===== src/rtl/booth_seq_multiplier_if.sv =====
// Streaming handshake bundle for the sequential Booth multiplier:
// an operand channel in and a product channel out, each with valid/ready.
interface booth_seq_multiplier_if #(
    parameter int WIDTH = 8
);
    logic                 in_valid;
    logic                 in_ready;
    logic [WIDTH-1:0]     a;
    logic [WIDTH-1:0]     b;
    logic                 signed_mode;
    logic                 out_valid;
    logic                 out_ready;
    logic [2*WIDTH-1:0]   product;

    modport master (
        output in_valid, a, b, signed_mode, out_ready,
        input  in_ready, out_valid, product
    );

    modport slave (
        input  in_valid, a, b, signed_mode, out_ready,
        output in_ready, out_valid, product
    );
endinterface


===== src/rtl/booth_seq_multiplier.sv =====
// Iterative radix-2 Booth multiplier: one add/sub-and-shift step per clock,
// run-time signed/unsigned mode, valid/ready handshakes on both sides.
module booth_seq_multiplier #(
    parameter int WIDTH = 8
) (
    input  logic                   clk,
    input  logic                   rst,
    booth_seq_multiplier_if.slave  bus
);
    localparam int W1 = WIDTH + 1;
    localparam int CW = $clog2(W1 + 1);

    typedef enum logic [1:0] {IDLE, BUSY, DONE} state_t;

    state_t               state_q, state_d;
    logic [W1-1:0]        m_q, m_d;
    logic [W1-1:0]        acc_q, acc_d;
    logic [W1-1:0]        q_q, q_d;
    logic                 q1_q, q1_d;
    logic [CW-1:0]        cnt_q, cnt_d;
    logic [2*WIDTH-1:0]   product_q, product_d;
    logic [W1-1:0]        sum;
    logic                 last_step;

    assign last_step   = (cnt_q == CW'(W1 - 1));
    assign bus.product = product_q;

    always_ff @(posedge clk or posedge rst) begin
        if (rst) begin
            state_q <= IDLE;
        end else begin
            state_q <= state_d;
        end
    end

    always_comb begin
        state_d = state_q;
        case (state_q)
            IDLE:    if (bus.in_valid)  state_d = BUSY;
            BUSY:    if (last_step)     state_d = DONE;
            DONE:    if (bus.out_ready) state_d = IDLE;
            default:                    state_d = IDLE;
        endcase
    end

    always_comb begin
        bus.in_ready  = 1'b0;
        bus.out_valid = 1'b0;
        case (state_q)
            IDLE:    bus.in_ready  = 1'b1;
            DONE:    bus.out_valid = 1'b1;
            default: ;
        endcase
    end

    // The extra operand bit makes zero-extended unsigned values and -2^(WIDTH-1) exact.
    always_comb begin
        m_d       = m_q;
        acc_d     = acc_q;
        q_d       = q_q;
        q1_d      = q1_q;
        cnt_d     = cnt_q;
        product_d = product_q;
        sum       = acc_q;
        case (state_q)
            IDLE: begin
                if (bus.in_valid) begin
                    m_d   = bus.signed_mode ? {bus.a[WIDTH-1], bus.a} : {1'b0, bus.a};
                    q_d   = bus.signed_mode ? {bus.b[WIDTH-1], bus.b} : {1'b0, bus.b};
                    acc_d = '0;
                    q1_d  = 1'b0;
                    cnt_d = '0;
                end
            end
            BUSY: begin
                case ({q_q[0], q1_q})
                    2'b01:   sum = acc_q + m_q;
                    2'b10:   sum = acc_q - m_q;
                    default: sum = acc_q;
                endcase
                acc_d = {sum[W1-1], sum[W1-1:1]};
                q_d   = {sum[0], q_q[W1-1:1]};
                q1_d  = q_q[0];
                cnt_d = cnt_q + CW'(1);
                if (last_step) begin
                    product_d = {acc_d[WIDTH-2:0], q_d};
                end
            end
            default: ;
        endcase
    end

    always_ff @(posedge clk or posedge rst) begin
        if (rst) begin
            m_q       <= '0;
            acc_q     <= '0;
            q_q       <= '0;
            q1_q      <= 1'b0;
            cnt_q     <= '0;
            product_q <= '0;
        end else begin
            m_q       <= m_d;
            acc_q     <= acc_d;
            q_q       <= q_d;
            q1_q      <= q1_d;
            cnt_q     <= cnt_d;
            product_q <= product_d;
        end
    end
endmodule


===== src/flat_wrapper.sv =====
// flat-port wrapper written by rule: the top's interface ports become plain ports
module booth_seq_multiplier_flat 
#(
    parameter int WIDTH = 8
)
  (clk, rst, bus_in_valid, bus_a, bus_b, bus_signed_mode, bus_out_ready, bus_in_ready, bus_out_valid, bus_product);
  booth_seq_multiplier_if #(.WIDTH(WIDTH)) bus_i ();
  input  logic clk;
  input  logic rst;
  input wire logic [$bits(bus_i.in_valid)-1:0] bus_in_valid;
  input wire logic [$bits(bus_i.a)-1:0] bus_a;
  input wire logic [$bits(bus_i.b)-1:0] bus_b;
  input wire logic [$bits(bus_i.signed_mode)-1:0] bus_signed_mode;
  input wire logic [$bits(bus_i.out_ready)-1:0] bus_out_ready;
  output wire logic [$bits(bus_i.in_ready)-1:0] bus_in_ready;
  output wire logic [$bits(bus_i.out_valid)-1:0] bus_out_valid;
  output wire logic [$bits(bus_i.product)-1:0] bus_product;
  assign bus_i.in_valid = bus_in_valid;
  assign bus_i.a = bus_a;
  assign bus_i.b = bus_b;
  assign bus_i.signed_mode = bus_signed_mode;
  assign bus_i.out_ready = bus_out_ready;
  assign bus_in_ready = bus_i.in_ready;
  assign bus_out_valid = bus_i.out_valid;
  assign bus_product = bus_i.product;
  booth_seq_multiplier #(.WIDTH(WIDTH)) u_core (.clk(clk), .rst(rst), .bus(bus_i));
endmodule

===== config.mk =====
export PLATFORM = sky130hd
export DESIGN_NAME = booth_seq_multiplier_flat
export DESIGN_NICKNAME = d
export VERILOG_FILES = /design/src/rtl/booth_seq_multiplier_if.sv /design/src/rtl/booth_seq_multiplier.sv /design/src/flat_wrapper.sv
export SDC_FILE = /design/constraint.sdc
export NUM_CORES = 1
export LEC_CHECK = 0
export CELL_PAD_IN_SITES_DETAIL_PLACEMENT = 0
export CELL_PAD_IN_SITES_GLOBAL_PLACEMENT = 1
export CORE_MARGIN = 5
export CORE_UTILIZATION = 51
export DETAILED_ROUTE_END_ITERATION = 10
export DONT_BUFFER_PORTS = 1
export PLACE_DENSITY = 0.8
export REMOVE_ABC_BUFFERS = 1
export SETUP_SLACK_MARGIN = 0.2
export SYNTH_ARGS = -nofsm -noshare
export SYNTH_HDL_FRONTEND = slang
export SYNTH_SLANG_ARGS = --single-unit
export TNS_END_PERCENT = 10

===== constraint.sdc =====
create_clock -name clk -period 4.4 [get_ports clk]
set_clock_uncertainty 0.2 [all_clocks]
set_input_delay 0.66 -clock clk [delete_from_list [all_inputs] [get_ports clk]]
set_output_delay 0.66 -clock clk [all_outputs]
set_load 0.02 [all_outputs]

# Word-level counts from Yosys, hierarchy flattened
# Index checks and enable logic that the tools add are counted.
word_totals:
  n_memories: 0
  reg_bits: 50
  word_cells: 41
  latch_bits: 0
  ramBits: 0
  mem_bits_ro: 0
  out_inout_bits: 18
  inputBits: 21
op_classes:
  order_cmp: 0
  eq_ne: 8
  div: 0
  addsub: 3
  n_reduce_logical: 6
  mux: 17
  n_shift: 0
  multipliers: 0
  bitwise_logic: 0
ops:
  columns: ["op", "n"]
  rows:
  - ["9-bit one-hot mux with 2 select lines", 3]
  - ["9-bit two-way mux", 4]
  - ["9-bit adder", 1]
  - ["9-bit subtractor", 1]
  - ["4-bit one-hot mux with 2 select lines", 1]
  - ["2-bit two-way mux", 3]
  - ["2-bit one-hot mux with 3 select lines", 1]
  - ["2-bit AND reduction", 3]
  - ["4-bit by 1-bit adder with 4-bit output, second input constant", 1]
  - ["2-bit by 1-bit equality test with 1-bit output, second input constant", 2]
  - ["2-bit equality test, second input constant", 2]
  - ["4-bit equality test, second input constant", 1]
  - ["4-bit two-way mux", 1]
  - ["2-bit inequality test, second input constant", 2]
  - ["1-bit two-way mux", 3]
  - ["3-bit AND reduction", 1]
  - ["2-bit logical NOT", 1]
  - ["2-bit by 1-bit inequality test with 1-bit output, second input constant", 1]
  - ["1-bit one-hot mux with 2 select lines", 1]
  - ["2-bit nonzero test", 1]

# Depth between registers and ports, before layout
depth:
  ltp_word: 3
  depth_mapped: 12
  ltp_nobuf: 11

# Least setup slack after synthesis
# No wires, ideal clock.
synth_timing:
  path_type: "register -> register"
  start: "register u_core.q1_q"
  end: "register u_core.acc_q[7]"
  required_ns: 4.064
  synth_period_minus_slack_ns: 2.769
  n_path_buf: 1
  slack_ns: 1.631
  stages_incl_launch_ff: 12
  arrival_time_ns: 2.433
  setup_time_ns: 0.136
  cell_sequence: "dfrtp_1 > inv_1 > ha_1 > clkbuf_1 > mux2_2 > fa_1 > nand2b_1 > a21oi_1 > o22ai_2 > xnor2_1 > o311ai_1 > o41ai_1"
synth_between:
  elab_chain_len: 3
  elab_cells_between_ends: 4
  classes_between: "eq/ne (2); mux (2)"
synth_lines:
  columns: ["element", "line_no", "text"]
  rows:
  - ["start: declaration", "booth_seq_multiplier.sv:19", "logic q1_q, q1_d;"]
  - ["start signal: assignment", "booth_seq_multiplier.sv:105", "q1_q <= q1_d;"]
  - ["2-bit equality test / 2-bit by 1-bit equality test with 1-bit output (equally long branches)", "booth_seq_multiplier.sv:76", "case ({q_q[0], q1_q})"]
  - ["9-bit one-hot mux with 2 select lines (*)", "booth_seq_multiplier.sv:76", null]
  - ["9-bit one-hot mux with 2 select lines (*)", "booth_seq_multiplier.sv:65", "case (state_q)"]
  - ["end signal: assignment", "booth_seq_multiplier.sv:96", "acc_q <= '0;"]
  - ["end signal: assignment", "booth_seq_multiplier.sv:103", "acc_q <= acc_d;"]
  - ["end: declaration", "booth_seq_multiplier.sv:17", "logic [W1-1:0] acc_q, acc_d;"]
# Mark *: on every way between the ends. The rest lies on a longest branch, timed or not.
# A chain may end at the register's enable or synchronous reset.

# Worst setup path in the final report
# Ends and elaborated chain as after synthesis.

==> results.toml <==
[sta]
drv_slew = 0
min_period_over_period_pct = 66.8
setup_tns_ns = 0
worst_slack_ns = 1.46
layout_min_cycle_time_ns = 2.94
hold_viol_final = 0
worst_pin_slew_ns = 0.992
rsz0062_at_grt = "no"
setup_violations = 0
fmax_mhz = 340
relSlewSlack_pct = 33.8

[grt]
overflow = 0
grt_usage_pct = 17.3
grt_max_degree = 50
grt_pass1_vias = 1787
grt_antenna_before_repair = 0
grt_pass1_wl_mm = 8.76

[clock_network]
clock-root-buffer = "clkbuf_8"
cts.sinks = 49
cts_made_buffers = 5
clk_path_buf_depth = 2
clk_pin_slew_ns = 0.10
cts_resized = 0
cts_hold_buf = 0
cts_tree = "built"
clk_latency_ns = 0.31
h-tree-depth = 2
postCtsSetupBuffers = 0

[yosys]
synth_top_area_share_pct = 47.6
ys_ff_latch = 49
synth_adder_area_share_pct = 6.61
synth_top_family_by_area = "simple AND/OR/NAND/NOR gates"
yosysWarnings = 0
yosys.cell_types.count = 37
synthSimpleGateAreaFrac_pct = 19.8
synth_area_sq_um = 2570
synth_area_per_cell_sq_um = 8.94
synth-compound-area-share_pct = 13.4
synth_xor_area_share_pct = 5.10
synth_cells = 288
synth.most_common_cell = "nand2_1"
muxShareOfSynthArea_pct = 3.21
ys_top_cells_by_count = "76 x nand2_1, 49 x dfrtp_1, 23 x o21ai_0"
synthArstFlopShare_pct = 100
synth_edf_count = 0
synth_area_leader_cell = "dfrtp_1"
netlist_top_cells_area = "dfrtp_1 48%, nand2_1 11%, ha_1 5.8%, o21ai_0 4.5%, xnor2_1 3.4%"
synth_ff_type = "dfrtp_1"
synth.yosys.seq_area_share_pct = 47.6

[route]
wire_per_inst_um = 14.5
post_drt_via_cell_ratio = 5.36
drc = 0
dr.pass1.iters = 7
drtAntennaViolNets = 0
dr.first_iter.drc_count = 71
vias = 1876
finalWirelength_mm = 5.08

[critical_path]
end_kind = "flop"
arrival_ns = 2.91
worstPathRequired_ns = 4.37
critPathKind = "reg -> reg"
start_kind = "flop"
worstPathMaxFanout = 8

[placement]
hpwl_mm = 3.50
port_buffers = 0
dp_slack_ns = 1.52
finalWeightedCongestion = 0.788

[floorplan]
fp.dieH_um = 81.1
core_area_sq_um = 4820
ios = 39
num_rows = 25
die_area_sq_um = 6570
initial_core_util_pct = 53.5
die_w_um = 81.1

[hold_path]
worstHoldPathType = "in -> async"

[run_status]
status = "complete, no violations"

[cells_and_area]
n_antenna_cell = 0
drive_above_1_share_pct = 5.30
areaGrowthSynthToFinish_pct = 6.51
nets = 316

[job]
cap_violations = 0
[worst max-delay path, stage by stage (launching register included)]
cell	delay, ns
dfrtp_1	0.37
inv_1	0.07
ha_1	0.31
mux2_2	0.41
fa_1	0.44
nand2b_1	0.18
a21oi_1	0.23
o22ai_2	0.11
xnor2_1	0.15
o311ai_1	0.23
o41ai_1	0.11
[registers in the layout, summed over array words and instances, names as in the netlist]
| register | count |
|---|---|
| u_core.bus.product | 16 |
| u_core.state_q | 2 |
| u_core.acc_q | 8 |
| u_core.q1_q | 1 |
| u_core.q_q | 9 |
| u_core.cnt_q | 4 |
| u_core.m_q | 9 |
[layer usage]
metal | up-vias | wire [um] | global-route usage (%)
met5 | - | 0 | 0
met4 | 0 | 73 | 6.08
met3 | 6 | 198 | 4.32
met2 | 31 | 2260 | 26.0
met1 | 885 | 2550 | 24.4
li1 | 954 | - | -
[cell usage in the layout (no fill, tap or decap)]
| master | instances |
|---|---|
| nor3_1 | 2 |
| a2111o_1 | 1 |
| inv_6 | 1 |
| inv_1 | 10 |
| mux2i_1 | 6 |
| nand2b_1 | 3 |
| fa_1 | 1 |
| a211oi_1 | 1 |
| o211ai_1 | 1 |
| a21oi_1 | 8 |
| nor2b_1 | 4 |
| o31ai_1 | 2 |
| and3_1 | 1 |
| nand3_1 | 13 |
| buf_4 | 2 |
| dfrtp_1 | 49 |
| nor3_2 | 1 |
| inv_2 | 1 |
| nor4_1 | 1 |
| a221oi_1 | 1 |
| clkbuf_8 | 5 |
| xor2_1 | 5 |
| o311ai_1 | 1 |
| nor4b_1 | 1 |
| o22ai_2 | 1 |
| ha_1 | 12 |
| a21o_1 | 4 |
| nor2_1 | 18 |
| bufinv_16 | 2 |
| a32oi_1 | 1 |
| a22oi_1 | 1 |
| o21ai_0 | 23 |
| mux2_2 | 2 |
| nand2_1 | 76 |
| o41ai_1 | 1 |
| and2_1 | 1 |
| o21a_1 | 1 |
| a31oi_1 | 9 |
| xnor2_1 | 10 |
[final timing paths]
kind	cells after the start	start	slack, ns	endpoint
setup / recovery	10	u_core.q1_q$_DFFE_PP0P_	1.46	u_core.acc_q[7]$_DFFE_PP0P_
hold / removal	1	rst	0.26	u_core.bus.product[10]$_DFFE_PP0P_
setup reg to reg	10	u_core.q1_q$_DFFE_PP0P_	1.46	u_core.acc_q[7]$_DFFE_PP0P_
hold reg to reg	2	u_core.m_q[8]$_DFFE_PP0P_	0.30	u_core.m_q[8]$_DFFE_PP0P_
max in group asynchronous	1	rst	3.12	u_core.acc_q[5]$_DFFE_PP0P_
min in group clk	2	bus_a[2]	0.26	u_core.m_q[2]$_DFFE_PP0P_
[through the flow]
step,utilization [%],hold WS (ns),std cells,area (sq um)
2_1_floorplan,-,0.259,273,2510
3_3_place_gp,54.1,0.281,342,2610
3_5_place_dp,54.1,0.285,342,2610
4_1_cts,56.9,0.247,350,2740
5_1_grt,56.9,0.242,350,2740
6_report,56.9,0.255,350,2740
[final cells by class]
cell class	count	area [sq um]
clock buffers	5	68.8
clock inverters	3	68.8
fillers	467	2070
inverters	11	41.3
multi-input cells	213	1240
flip-flops and latches	49	1230
well taps	67	83.8
repair buffers	2	15.0
[cells by family (layout without fill, tap and decap cells)]
group / Yosys count / after routing
and+or+nand+nor: 121 / 121
AOI/OAI and AO/OA: 56 / 56
DFF: 49 / 49
buffers and inverters: 26 / 21
xor gates and xnor gates: 15 / 15
adders and majority gates: 13 / 13
muxes: 8 / 8
Power is not shown: default switching activity piles up to over one toggle a cycle in this logic, so the estimate is an artifact.
